--- config.mk ---
export PLATFORM = sky130hd
export DESIGN_NAME = bus_arbiter
export DESIGN_NICKNAME = d
export VERILOG_FILES = /design/src/rtl/bus_arbiter_pkg.sv /design/src/rtl/bus_arbiter_rr_priority_pick.sv /design/src/rtl/bus_arbiter.sv
export SDC_FILE = /design/constraint.sdc
export NUM_CORES = 1
export LEC_CHECK = 0
export BUFFER_PORTS_ARGS = -buffer_cell sky130_fd_sc_hd__buf_2
export CAP_MARGIN = 15
export CORE_AREA = 2 2 91 128
export DETAILED_ROUTE_END_ITERATION = 12
export DIE_AREA = 0 0 93 130
export GPL_TIMING_DRIVEN = 0
export PLACE_DENSITY_LB_ADDON = 0.08
export SLEW_MARGIN = 20
export SYNTH_ARGS = -nofsm -noshare
export SYNTH_HDL_FRONTEND = slang
export SYNTH_SLANG_ARGS = --single-unit
export TNS_END_PERCENT = 100
--- constraint.sdc ---
create_clock -name clock -period 2.65 [get_ports clock]
set_input_delay 0.1325 -clock clock [delete_from_list [all_inputs] [get_ports clock]]
set_output_delay 0.1325 -clock clock [all_outputs]
set_load 0.01 [all_outputs]
--- src/rtl/bus_arbiter_pkg.sv ---
// Shared definitions for the bus arbiter: default sizes, FSM encoding,
// bus source index map and small decode helpers.
package bus_arbiter_pkg;

    // Default number of valid bus source/destination indices
    localparam int NSRC_DEFAULT      = 24;
    // Default longest run of back-to-back grants to one locked requester
    localparam int MAX_BURST_DEFAULT = 4;
    // Width of one packed source/destination index field
    localparam int SEL_W             = 5;
    // Width of the one-hot bus control and load-enable words
    localparam int BUS_W             = 32;

    // Arbiter FSM: IDLE = nothing granted last cycle, GRANT = unlocked grant,
    // LOCKED = a burst owner holds the bus
    typedef enum logic [1:0] {
        ST_IDLE   = 2'd0,
        ST_GRANT  = 2'd1,
        ST_LOCKED = 2'd2
    } arb_state_t;

    // Bus source / destination index map
    localparam logic [4:0] SRC_R0     = 5'd0;
    localparam logic [4:0] SRC_R1     = 5'd1;
    localparam logic [4:0] SRC_R2     = 5'd2;
    localparam logic [4:0] SRC_R3     = 5'd3;
    localparam logic [4:0] SRC_R4     = 5'd4;
    localparam logic [4:0] SRC_R5     = 5'd5;
    localparam logic [4:0] SRC_R6     = 5'd6;
    localparam logic [4:0] SRC_R7     = 5'd7;
    localparam logic [4:0] SRC_R8     = 5'd8;
    localparam logic [4:0] SRC_R9     = 5'd9;
    localparam logic [4:0] SRC_R10    = 5'd10;
    localparam logic [4:0] SRC_R11    = 5'd11;
    localparam logic [4:0] SRC_R12    = 5'd12;
    localparam logic [4:0] SRC_R13    = 5'd13;
    localparam logic [4:0] SRC_R14    = 5'd14;
    localparam logic [4:0] SRC_R15    = 5'd15;
    localparam logic [4:0] SRC_HI     = 5'd16;
    localparam logic [4:0] SRC_LO     = 5'd17;
    localparam logic [4:0] SRC_ZHI    = 5'd18;
    localparam logic [4:0] SRC_ZLO    = 5'd19;
    localparam logic [4:0] SRC_PC     = 5'd20;
    localparam logic [4:0] SRC_MDR    = 5'd21;
    localparam logic [4:0] SRC_INPORT = 5'd22;
    localparam logic [4:0] SRC_CSIGN  = 5'd23;

    // Decode a 5-bit index into a 32-bit one-hot word
    function automatic logic [BUS_W-1:0] onehot32(input logic [SEL_W-1:0] idx);
        return {{(BUS_W-1){1'b0}}, 1'b1} << idx;
    endfunction

    // True when a 5-bit index addresses one of the first nsrc bus slots
    function automatic logic idx_in_range(input logic [SEL_W-1:0] idx, input int nsrc);
        return ({1'b0, idx} < 6'(nsrc));
    endfunction

endpackage

--- src/rtl/bus_arbiter_rr_priority_pick.sv ---
// Round-robin priority picker: scans the request vector starting at the
// pointer position and returns the first requester found, one-hot and
// as an index. Purely combinational.
module rr_priority_pick #(
    parameter int NREQ = 4,
    parameter int IW   = (NREQ > 1) ? $clog2(NREQ) : 1
) (
    input  logic [NREQ-1:0] req,
    input  logic [IW-1:0]   ptr,
    output logic [NREQ-1:0] winner,
    output logic [IW-1:0]   win_idx,
    output logic            any
);

    // Walk the requesters in priority order and keep only the first hit
    always_comb begin
        int idx;
        winner  = {NREQ{1'b0}};
        win_idx = {IW{1'b0}};
        any     = 1'b0;
        idx     = 0;
        for (int k = 0; k < NREQ; k++) begin
            idx = int'(ptr) + k;
            if (idx >= NREQ) begin
                idx = idx - NREQ;
            end else begin
                idx = idx;
            end
            if (req[idx] && !any) begin
                winner[idx] = 1'b1;
                win_idx     = IW'(idx);
                any         = 1'b1;
            end else begin
                any = any;
            end
        end
    end

endmodule

--- src/rtl/bus_arbiter.sv ---
// Bus arbiter: picks one requester per cycle (round-robin with optional
// locked bursts), and drives the registered one-hot bus source select and
// destination load enable for the winner's transfer one cycle later.
module bus_arbiter
    import bus_arbiter_pkg::*;
#(
    parameter int NREQ      = 4,
    parameter int NSRC      = NSRC_DEFAULT,
    parameter int MAX_BURST = MAX_BURST_DEFAULT
) (
    input  logic                  clock,
    input  logic                  clear,
    input  logic [NREQ-1:0]       req,
    input  logic [NREQ-1:0]       lock,
    input  logic [SEL_W*NREQ-1:0] src_sel,
    input  logic [SEL_W*NREQ-1:0] dst_sel,
    output logic [NREQ-1:0]       gnt,
    output logic [BUS_W-1:0]      bus_ctrl,
    output logic [BUS_W-1:0]      ld_en,
    output logic                  busy,
    output logic [1:0]            owner,
    output logic                  err
);

    localparam int IW = (NREQ > 1) ? $clog2(NREQ) : 1;
    localparam int CW = $clog2(MAX_BURST + 1);

    // FSM state and bookkeeping
    arb_state_t         state_r;
    logic [IW-1:0]      ptr_r;
    logic [IW-1:0]      lock_idx_r;
    logic [CW-1:0]      burst_cnt_r;

    // Registered outputs
    logic [NREQ-1:0]    gnt_r;
    logic [BUS_W-1:0]   bus_ctrl_r;
    logic [BUS_W-1:0]   ld_en_r;
    logic               busy_r;
    logic [1:0]         owner_r;
    logic               err_r;

    // Arbitration results for the current cycle
    logic [NREQ-1:0]    pick_onehot_s;
    logic [IW-1:0]      pick_idx_s;
    logic               pick_any_s;
    logic               keep_lock_s;
    logic               grant_any_s;
    logic [IW-1:0]      win_idx_s;
    logic [SEL_W-1:0]   src_s;
    logic [SEL_W-1:0]   dst_s;
    logic               valid_s;
    logic [IW-1:0]      ptr_next_s;

    rr_priority_pick #(
        .NREQ (NREQ),
        .IW   (IW)
    ) u_pick (
        .req     (req),
        .ptr     (ptr_r),
        .winner  (pick_onehot_s),
        .win_idx (pick_idx_s),
        .any     (pick_any_s)
    );

    // Choose the winner: a live burst owner pre-empts round-robin arbitration
    always_comb begin
        keep_lock_s = (state_r == ST_LOCKED) && req[lock_idx_r] && lock[lock_idx_r]
                      && (burst_cnt_r < CW'(MAX_BURST));
        if (keep_lock_s) begin
            grant_any_s = 1'b1;
            win_idx_s   = lock_idx_r;
        end else begin
            grant_any_s = pick_any_s;
            win_idx_s   = pick_idx_s;
        end
        src_s   = src_sel[SEL_W*int'(win_idx_s) +: SEL_W];
        dst_s   = dst_sel[SEL_W*int'(win_idx_s) +: SEL_W];
        valid_s = idx_in_range(src_s, NSRC) && idx_in_range(dst_s, NSRC);
        if (win_idx_s == IW'(NREQ - 1)) begin
            ptr_next_s = {IW{1'b0}};
        end else begin
            ptr_next_s = win_idx_s + IW'(1);
        end
    end

    // FSM, priority pointer, burst counter and registered transfer outputs
    always_ff @(posedge clock) begin
        if (clear) begin
            state_r     <= ST_IDLE;
            ptr_r       <= {IW{1'b0}};
            lock_idx_r  <= {IW{1'b0}};
            burst_cnt_r <= {CW{1'b0}};
            gnt_r       <= {NREQ{1'b0}};
            bus_ctrl_r  <= {BUS_W{1'b0}};
            ld_en_r     <= {BUS_W{1'b0}};
            busy_r      <= 1'b0;
            owner_r     <= 2'd0;
            err_r       <= 1'b0;
        end else if (grant_any_s) begin
            gnt_r   <= {{(NREQ-1){1'b0}}, 1'b1} << win_idx_s;
            owner_r <= 2'(win_idx_s);
            ptr_r   <= ptr_next_s;
            busy_r  <= valid_s;
            err_r   <= !valid_s;
            if (valid_s) begin
                bus_ctrl_r <= onehot32(src_s);
                ld_en_r    <= onehot32(dst_s);
            end else begin
                bus_ctrl_r <= {BUS_W{1'b0}};
                ld_en_r    <= {BUS_W{1'b0}};
            end
            case (1'b1)
                keep_lock_s: begin
                    state_r     <= ST_LOCKED;
                    burst_cnt_r <= burst_cnt_r + CW'(1);
                end
                lock[win_idx_s]: begin
                    state_r     <= ST_LOCKED;
                    lock_idx_r  <= win_idx_s;
                    burst_cnt_r <= CW'(1);
                end
                default: begin
                    state_r     <= ST_GRANT;
                    burst_cnt_r <= {CW{1'b0}};
                end
            endcase
        end else begin
            state_r     <= ST_IDLE;
            burst_cnt_r <= {CW{1'b0}};
            gnt_r       <= {NREQ{1'b0}};
            bus_ctrl_r  <= {BUS_W{1'b0}};
            ld_en_r     <= {BUS_W{1'b0}};
            busy_r      <= 1'b0;
            err_r       <= 1'b0;
        end
    end

    assign gnt      = gnt_r;
    assign bus_ctrl = bus_ctrl_r;
    assign ld_en    = ld_en_r;
    assign busy     = busy_r;
    assign owner    = owner_r;
    assign err      = err_r;

endmodule

==> out/qor.csv <==
metric,value,unit
worstSkewPairLatency,0.34,ns
critPathSlowestCell,or4b_4,
yosys_warnings,0,
synth_cell_types,55,
synth_edf_count,0,
skew,0.00775,ns
grt_max_degree,15,
clk_pin_slew,0.06,ns
syn2layout_area_growth,43.2,%
portBuffers,121,
syn_area,3110,um^2
synth.top_cell.area_share,52.1,%
relSlewSlack,43.0,%
cap_viol_max_count,0,
cts_max_level,3,
place_area,3960,um^2
drv_slew,0,
startpoint,state_r[1],
grt.overflow.total,0,
design_area,4460,um^2
die_area,12100,um^2
rows,46,
fin_nets,503,
num_io_pins,122,
routabilityCongestion,0.797,
firstDrtPassIters,4,
cts-buffers-inserted,9,
cts_tree,built,
fmax,383,MHz
cts-root-buf,clkbuf_16,
grt_pass1_vias,2500,
reg2reg_slack,0.04,ns
drt_iter0_drc,91,
drive_gt1_share,41.8,%
rsz0062_at_grt,yes,
track_usage,13.9,%
p_leak,2.13,nW
hp-start,clear,
p_per_area,852,nW/um^2
antenna_found_initial,0,
antenna_cells,0,
worst_pin_slew,0.847,ns
status,finished clean,
clock-sinks,81,
min_period,2.61,ns
cts_hold_buf,0,
crit_required,2.93,ns
core,11100,um^2
die_y,130,um
synthCells,300,
min_period_over_period,98.5,%
clock_path_buffers,2,
drtAntennaViolNets,0,
ys_ff_latch,81,
path_max_fanout,10,
hp-class,in -> reg,
vias,2665,
setup.worst_path.end_class,flop,
crit_type,reg -> reg,
finalHoldViolCount,0,
drt-total-wl,8340,um
hold_ws,0.163,ns
wire_per_inst,13.9,um
critPathArrivalTime,2.89,ns
critical-path-max-stage-delay,0.52,ns
synth_seq_area_share,52.1,%
grt_pass1_wl,12600,um
ir_drop,0.359,mV
fillers,1161,
synth_area_per_cell,10.4,um^2
start_util,28.2,%
synth_area_leaders,"dfxtp_1 (52%), mux2i_1 (9.3%), nor2_1 (5.1%)",
start_kind,flop,
path_cells,or3b_4 > a21oi_2 > o41ai_4 > nand3_4 > buf_12 > buf_12 > mux2i_1 > o22a_2 > or4b_4 > nor2_1,
rr_startpoint,state_r[1],
die_w,93,um
yosys.area.top_type,dfxtp_1,
vias_per_cell,4.43,
drcViolationCount,0,
synthFlopType,dfxtp_1,
finalSetupViolations,0,
critPathMostFrequentCell,buf_12,
hpwl,6390,um
ys_async_sr_fraction,0,%
registers in the layout, indices dropped and copies added (netlist names):
signal and flops:
burst_cnt_r 3, bus_ctrl 32, busy 1, err 1, gnt 4, ld_en 32
lock_idx_r 2, owner 2, ptr_r 2, state_r 2
per-stage QoR:
stage / instances / utilization, % / total power, W / setup TNS, ns / worst slack, ns
CTS: 600 / 39.2 / 0.00376 / 0 / 0.00966
finish: 601 / 40.3 / 0.00380 / 0 / 0.0394
detailed placement: 580 / 35.8 / 0.00245 / -9.91 / -0.485
global placement: 580 / 35.8 / 0.00244 / -9.75 / -0.515
floorplan: 315 / - / 0.00213 / 0 / 0.0822
global route: 601 / 40.3 / 0.00402 / -0.605 / -0.0724
logic make-up after synthesis:
logic type / share of synthesized area [%]
adder cells (fa/ha/maj): 0.402
AND/OR/NAND/NOR: 23.6
AO/OA/AOI/OAI: 8.28
multiplexers: 12.3
XOR/XNOR: 0.281
buffers and inverters: 2.97
other: 0.120
flip-flops: 52.1
worst max-delay path: cells and delay by family (launching register included):
| family | cells | cell delay [ns] |
|---|---|---|
| flip-flops | 1 | 0.29 |
| multiplexers | 1 | 0.13 |
| AO/OA/AOI/OAI | 3 | 0.79 |
| AND/OR/NAND/NOR | 4 | 1.01 |
| buffers and inverters | 2 | 0.32 |
final timing paths:
| kind | to | cells past startpoint |
|---|---|---|
| setup / recovery | bus_ctrl[15] | 10 |
| hold / removal | state_r[1] | 3 |
| setup reg to reg | bus_ctrl[15] | 10 |
| hold reg to reg | burst_cnt_r[0] | 1 |
metal layers:
layer  vias to the layer above  wire length (um)  global-route usage (%)
li1                       1358                 -                       -
met1                      1217              3510                    16.5
met2                        81              4220                    23.9
met3                         9               461                    3.98
met4                         0               137                    5.45
met5                         -                 0                       0
cell usage after synthesis, types with 3 or more instances:
cell	n
nor2_1	42
a21oi_1	7
and2_1	3
nand2_1	21
mux2_2	7
nand4b_1	3
inv_1	6
nand4bb_1	3
nor3_1	10
o21ai_0	3
and3b_1	7
clkbuf_1	3
o31ai_1	4
nand3b_1	5
nand4_1	4
nand2b_1	10
buf_2	3
or2_2	3
dfxtp_1	81
nand3_1	6
mux2i_1	29
layout make-up:
cell class              count  area [um^2]  share of cell area (%)
plain buffers               8         71.3                    1.60
clock buffers              10          229                    5.14
clock inverters             6         67.6                    1.52
inverters                   6         22.5                   0.505
multi-input cells         219         1610                    36.0
flip-flops and latches     81         1630                    36.5
well taps                 144          180                    4.04
repair buffers            127          654                    14.7
what timing repair did:
| action | 4_1_cts | 5_1_grt |
|---|---|---|
| pin swaps | 5 | 6 |
| resized for setup | 12 | 22 |
| gates cloned | 0 | 0 |
| setup buffers | 4 | 2 |
| endpoints found under the hold margin | 0 | 0 |
| endpoints found under the setup margin | 50 | 44 |
cells in the final DEF (no fill, tap or decap), drive strengths merged, types with 3 or more instances in the layout:
cell type,netlist,layout
inv,6,7
o21ai,4,4
mux2,7,7
nand2,21,21
conb,1,16
buf,6,132
o31ai,5,5
and2,3,3
nand3b,5,5
clkbuf,3,13
or2,3,3
nor3,10,10
dfxtp,81,81
mux2i,30,30
nand3,7,7
and3b,7,7
nand4b,3,3
nand2b,10,10
a21oi,9,9
nand4bb,3,3
nor2,42,42
nand4,4,4
report_power, final:
part           internal (W)  switching [W]
Combinational      0.000535       0.000674
Clock              0.000733       0.000504
Sequential          0.00132      0.0000367
Power figures use the tool's default switching activity.
